$ cat config.mk
export PLATFORM = sky130hd
export DESIGN_NAME = mem_wb_stage
export DESIGN_NICKNAME = d
export VERILOG_FILES = /design/src/rtl/mem_wb_stage.sv
export SDC_FILE = /design/constraint.sdc
export NUM_CORES = 2
export LEC_CHECK = 0
export ABC_AREA = 1
export CAP_MARGIN = 5
export CORE_ASPECT_RATIO = 1.5
export CORE_UTILIZATION = 36
export CTS_CLUSTER_DIAMETER = 80
export DETAILED_ROUTE_END_ITERATION = 7
export PLACE_DENSITY = 0.55
export SYNTH_ARGS = -nofsm -noshare
export SYNTH_HDL_FRONTEND = slang
export SYNTH_SLANG_ARGS = --single-unit
$ cat constraint.sdc
create_clock -name clk -period 10.6 [get_ports clk]
set_input_delay 3.18 -clock clk [delete_from_list [all_inputs] [get_ports clk]]
set_output_delay 3.18 -clock clk [all_outputs]
set_load 0.02 [all_outputs]
$ cat src/rtl/mem_wb_stage.sv
// mem_wb_stage: memory stage plus MEM/WB pipeline register.
//
// Loads and stores go to an internal word-addressed data memory. Each access takes
// MEM_LAT cycles. While an access is in progress, freeze stalls the upstream stages.
// The MEM/WB register drives the register-file write port, which captures on the
// falling edge.
//
// Optional build macro: MEM_FWD_EN adds combinational forwarding outputs.
//
// Ports:
//   clk, rst             clock; synchronous active-high reset
//   MEM_R_EN, MEM_W_EN   load / store request (mutually exclusive)
//   WB_EN_in, Dest_in    register write enable and destination index
//   ALU_Res              ALU result, also the byte address for memory ops
//   Val_Rm               store data
//   freeze               combinational stall request to upstream stages
//   WB_WB_EN/Dest/Value  registered write-back to the register file
//   Mem_Addr_Err         one-cycle pulse on completion of an out-of-range access
//   MEM_Fwd_*            (MEM_FWD_EN only) combinational forwarding taps
module mem_wb_stage #(
    parameter int unsigned DEPTH     = 64,
    parameter int unsigned MEM_LAT   = 3,
    parameter logic [31:0] ADDR_BASE = 32'd1024
) (
    input  logic        clk,
    input  logic        rst,
    input  logic        MEM_R_EN,
    input  logic        MEM_W_EN,
    input  logic        WB_EN_in,
    input  logic [3:0]  Dest_in,
    input  logic [31:0] ALU_Res,
    input  logic [31:0] Val_Rm,
    output logic        freeze,
    output logic        WB_WB_EN,
    output logic [3:0]  WB_Dest,
    output logic [31:0] WB_Value,
    output logic        Mem_Addr_Err
`ifdef MEM_FWD_EN
    ,
    output logic        MEM_Fwd_EN,
    output logic [3:0]  MEM_Fwd_Dest,
    output logic [31:0] MEM_Fwd_Val
`endif
);

    localparam int unsigned AW = (DEPTH > 1) ? $clog2(DEPTH) : 1;
    localparam int unsigned CW = (MEM_LAT > 1) ? $clog2(MEM_LAT + 1) : 1;
    localparam logic [CW-1:0] CNT_LAST = CW'(MEM_LAT - 1);
    localparam logic [31:0] MEM_BYTES = 32'(DEPTH * 4);

    typedef enum logic {StIdle, StWait} state_e;

    state_e          state_q, state_d;
    logic [CW-1:0]   cnt_q, cnt_d;
    logic            req;
    logic            done;
    logic [31:0]     off;
    logic            in_range;
    logic [AW-1:0]   idx;
    logic [31:0]     load_data;
    logic [31:0]     stage_val;

    logic [31:0] mem [DEPTH];

    // Address decode; the two low address bits are ignored.
    assign off      = ALU_Res - ADDR_BASE;
    assign in_range = off < MEM_BYTES;
    assign idx      = off[AW+1:2];
    assign req      = MEM_R_EN | MEM_W_EN;

    assign load_data = in_range ? mem[idx] : 32'd0;
    assign stage_val = MEM_R_EN ? load_data : ALU_Res;

    // Access-latency FSM. cnt counts completed wait cycles of the current access.
    always_comb begin
        state_d = state_q;
        cnt_d   = cnt_q;
        done    = 1'b0;
        unique case (state_q)
            StIdle: begin
                if (req) begin
                    if (MEM_LAT == 1) begin
                        done = 1'b1;
                    end else begin
                        state_d = StWait;
                        cnt_d   = CW'(1);
                    end
                end
            end
            StWait: begin
                if (cnt_q == CNT_LAST) begin
                    done    = req;
                    state_d = StIdle;
                    cnt_d   = '0;
                end else begin
                    cnt_d = cnt_q + CW'(1);
                end
            end
            default: begin
                state_d = StIdle;
                cnt_d   = '0;
            end
        endcase
    end

    assign freeze = req & ~done;

    always_ff @(posedge clk) begin
        if (rst) begin
            state_q <= StIdle;
            cnt_q   <= '0;
        end else begin
            state_q <= state_d;
            cnt_q   <= cnt_d;
        end
    end

    // Memory contents are deliberately not reset; reset only suppresses the write.
    always_ff @(posedge clk) begin
        if (!rst && done && MEM_W_EN && in_range) begin
            mem[idx] <= Val_Rm;
        end
    end

    // MEM/WB register: a stall injects a bubble and holds dest/value.
    always_ff @(posedge clk) begin
        if (rst) begin
            WB_WB_EN     <= 1'b0;
            WB_Dest      <= 4'd0;
            WB_Value     <= 32'd0;
            Mem_Addr_Err <= 1'b0;
        end else begin
            Mem_Addr_Err <= done & ~in_range;
            if (freeze) begin
                WB_WB_EN <= 1'b0;
            end else begin
                WB_WB_EN <= WB_EN_in;
                WB_Dest  <= Dest_in;
                WB_Value <= stage_val;
            end
        end
    end

`ifdef MEM_FWD_EN
    assign MEM_Fwd_EN   = WB_EN_in & ~freeze;
    assign MEM_Fwd_Dest = Dest_in;
    assign MEM_Fwd_Val  = stage_val;
`endif

endmodule
==> flow_summary.json <==
{
  "status": "finished clean",
  "dieHeight_um": 606,
  "path_clk_slew_ns": 0.06,
  "cts_tree": "yes",
  "intPower_uw": 13000,
  "multi_input_area_um2": 20800,
  "area_delta_synth_final_pct": 12.0,
  "path_class": "input port to output pin",
  "fp.coreArea_um2": 242000,
  "cp_max_fo": 4,
  "cts_sinks": 2089,
  "post-place-ws_ns": 2.12,
  "setup_ws_ns": 2.47,
  "cts_resized": 0,
  "hpwlAfterDp_mm": 169,
  "rows": 221,
  "clock-skew-final_ns": 0.0892,
  "yosysWarnings": 0,
  "vias": 58100,
  "seq_power_share": 0.534,
  "swShare": 0.234,
  "rsz0062_at_grt": "false",
  "grt_pass1_vias": 55300,
  "pin_count": 112,
  "viasPerCell": 4.98,
  "ctsHoldBuffers": 0,
  "slew_viol_final": 0,
  "worstHoldPathType": "register to register",
  "overflow": 0,
  "crit_required_ns": 7.42,
  "cts_buffers": 197,
  "arrival_ns": 4.95,
  "drv_cap": 0,
  "combinationalPowerShare": 0.065,
  "maxSlewHeadroom": 0.207,
  "port_buffers": 111,
  "start_util": 0.362,
  "drtPass1Iterations": 6,
  "drive_gt1_frac": 0.0601,
  "ant_nets": 0,
  "grt_pass1_wl_mm": 391,
  "power_density_nw_per_um2": 174,
  "final_common_cell": "nand2_1",
  "p_leak_uw": 0.0385,
  "post-route-period-util": 0.767,
  "ys_seq_elements": 2089,
  "cts_buffer_depth": 4,
  "syn_nets": 8358,
  "max_clock_freq_ghz": 0.123,
  "power.share.clock": 0.402,
  "final_nets": 8353,
  "cp-start-kind": "input port",
  "syn_inst": 8285,
  "antenna_found_initial": 19,
  "track_usage": 0.221,
  "h-tree-depth": 4,
  "drt_iter0_markers": 6193,
  "tns_ns": 0,
  "setup_viol": 0,
  "dieArea_um2": 245000,
  "vdd_drop_max_mv": 0.114,
  "synth_area_um2": 87500,
  "grt_max_degree": 164,
  "end_kind": "output pin",
  "routedWlPerCell_um": 23.5,
  "n_fill_cell": 23300,
  "clk_root_buffer_cell": "clkbuf_16",
  "cts_setup_buffers": 0,
  "synth.distinct_cells": 31,
  "holdWs_ns": 0.481,
  "routed_wl_mm": 274,
  "synth_area_per_cell_um2": 10.6,
  "worst_slew_pin_slew_ns": 1.19,
  "ys_seq_area_frac": 0.712,
  "clock_latency_ns": 0.86,
  "power_switching_uw": 3980,
  "die_x_um": 405,
  "period_minus_slack_ns": 8.13,
  "hold_viol_final": 0,
  "drc": 0,
  "seq_area_um2": 62300,
  "routabilityCongestion": 0.938,
  "final_cell_mix": "nand2_1 (3406), edfxtp_1 (2048), inv_1 (806)"
}
## cell usage after synthesis
cell / n / area share
a21oi_1: 125 / 0.0071
and2_1: 2 / 0.00014
nor3_1: 10 / 0.00057
nor3_2: 1 / 0.00011
nor2_4: 3 / 0.00039
buf_6: 1 / 0.00013
clkinv_1: 3 / 0.00013
a31oi_1: 2 / 0.00014
o211ai_1: 2 / 0.00017
buf_1: 21 / 0.00090
nand3_1: 596 / 0.034
buf_4: 21 / 0.0018
o21ai_1: 5 / 0.00029
or2_2: 7 / 0.00050
buf_12: 1 / 0.00023
nor2_1: 506 / 0.022
nand4_1: 94 / 0.0067
o31ai_1: 1 / 0.000086
dfxtp_1: 41 / 0.0094
nand3_4: 7 / 0.0014
a211oi_1: 1 / 0.000086
nand2_1: 3406 / 0.15
nor2b_1: 1 / 0.000072
clkbuf_1: 167 / 0.0072
nor2_2: 7 / 0.00050
inv_1: 806 / 0.035
edfxtp_1: 2048 / 0.70
buf_2: 202 / 0.012
nand3_2: 2 / 0.00023
o21ai_0: 189 / 0.011
inv_2: 7 / 0.00030
## routing by layer
layer	up-vias	share of wire	track usage
met5	-	0.000091	0
met3	430	0.063	0.0273
met1	28600	0.41	0.289
li1	27100	-	-
met4	4	0.046	0.0934
met2	1993	0.48	0.368
## state kept, by name, summed over array words and instances, names as in the netlist
signal and count:
WB_Dest 4, cnt_q 2, Mem_Addr_Err 1, WB_WB_EN 1, WB_Value 32, mem 2048, state_q 1
## critical path: stages
cell	delay [ns]
clkdlybuf4s50_1	0.56
nor2_1	0.15
nor2_4	0.34
clkdlybuf4s50_1	0.70
## cell type report
type,count,share of cell area
antenna,5,0.000128
tap,3233,0.0413
inverter,816,0.0314
clock buffer,246,0.0532
timing repair buffer,209,0.0183
multi-input combinational,4967,0.212
sequential,2089,0.636
clock inverter,99,0.00808
## per-stage QoR
stage / area (um2) / total power [uW] / utilization / std cells
after floorplan: 87500 / 9770 / - / 8285
after global placement: 92000 / 10400 / 0.381 / 11300
after detailed placement: 92000 / 10400 / 0.381 / 11300
after CTS: 98000 / 17100 / 0.406 / 11700
after global routing: 98000 / 17500 / 0.406 / 11700
final: 98000 / 17000 / 0.406 / 11700
## power groups by stage
stage | clock, uW | sequential [uW] | combinational [uW]
CTS | 6930 | 9080 | 1100
detailed placement | 0 | 9260 | 1100
finish | 6840 | 9080 | 1100
global route | 7200 | 9080 | 1180
floorplan | 0 | 9270 | 500
global placement | 0 | 9260 | 1100
## final timing paths
check,startpoint,endpoint,slack [ns],cells past startpoint
setup / recovery,MEM_R_EN,freeze,2.47,4
hold / removal,cnt_q[1]$_SDFFE_PP0P_,cnt_q[1]$_SDFFE_PP0P_,0.48,2
setup reg to reg,state_q$_SDFF_PP0_,mem[50][9]$_DFFE_PP_,6.12,6
hold reg to reg,cnt_q[1]$_SDFFE_PP0P_,cnt_q[1]$_SDFFE_PP0P_,0.48,2
## logic make-up (layout without fill, tap and decap cells)
| logic type | Yosys count | after routing | share of synthesized area |
|---|---|---|---|
| AO/OA/AOI/OAI | 325 | 325 | 0.0187 |
| buffers and inverters | 1229 | 1370 | 0.0568 |
| other | 0 | 5 | 0 |
| flip-flops | 2089 | 2089 | 0.712 |
| AND/OR/NAND/NOR | 4642 | 4642 | 0.212 |
Power figures use the tool's default switching activity.
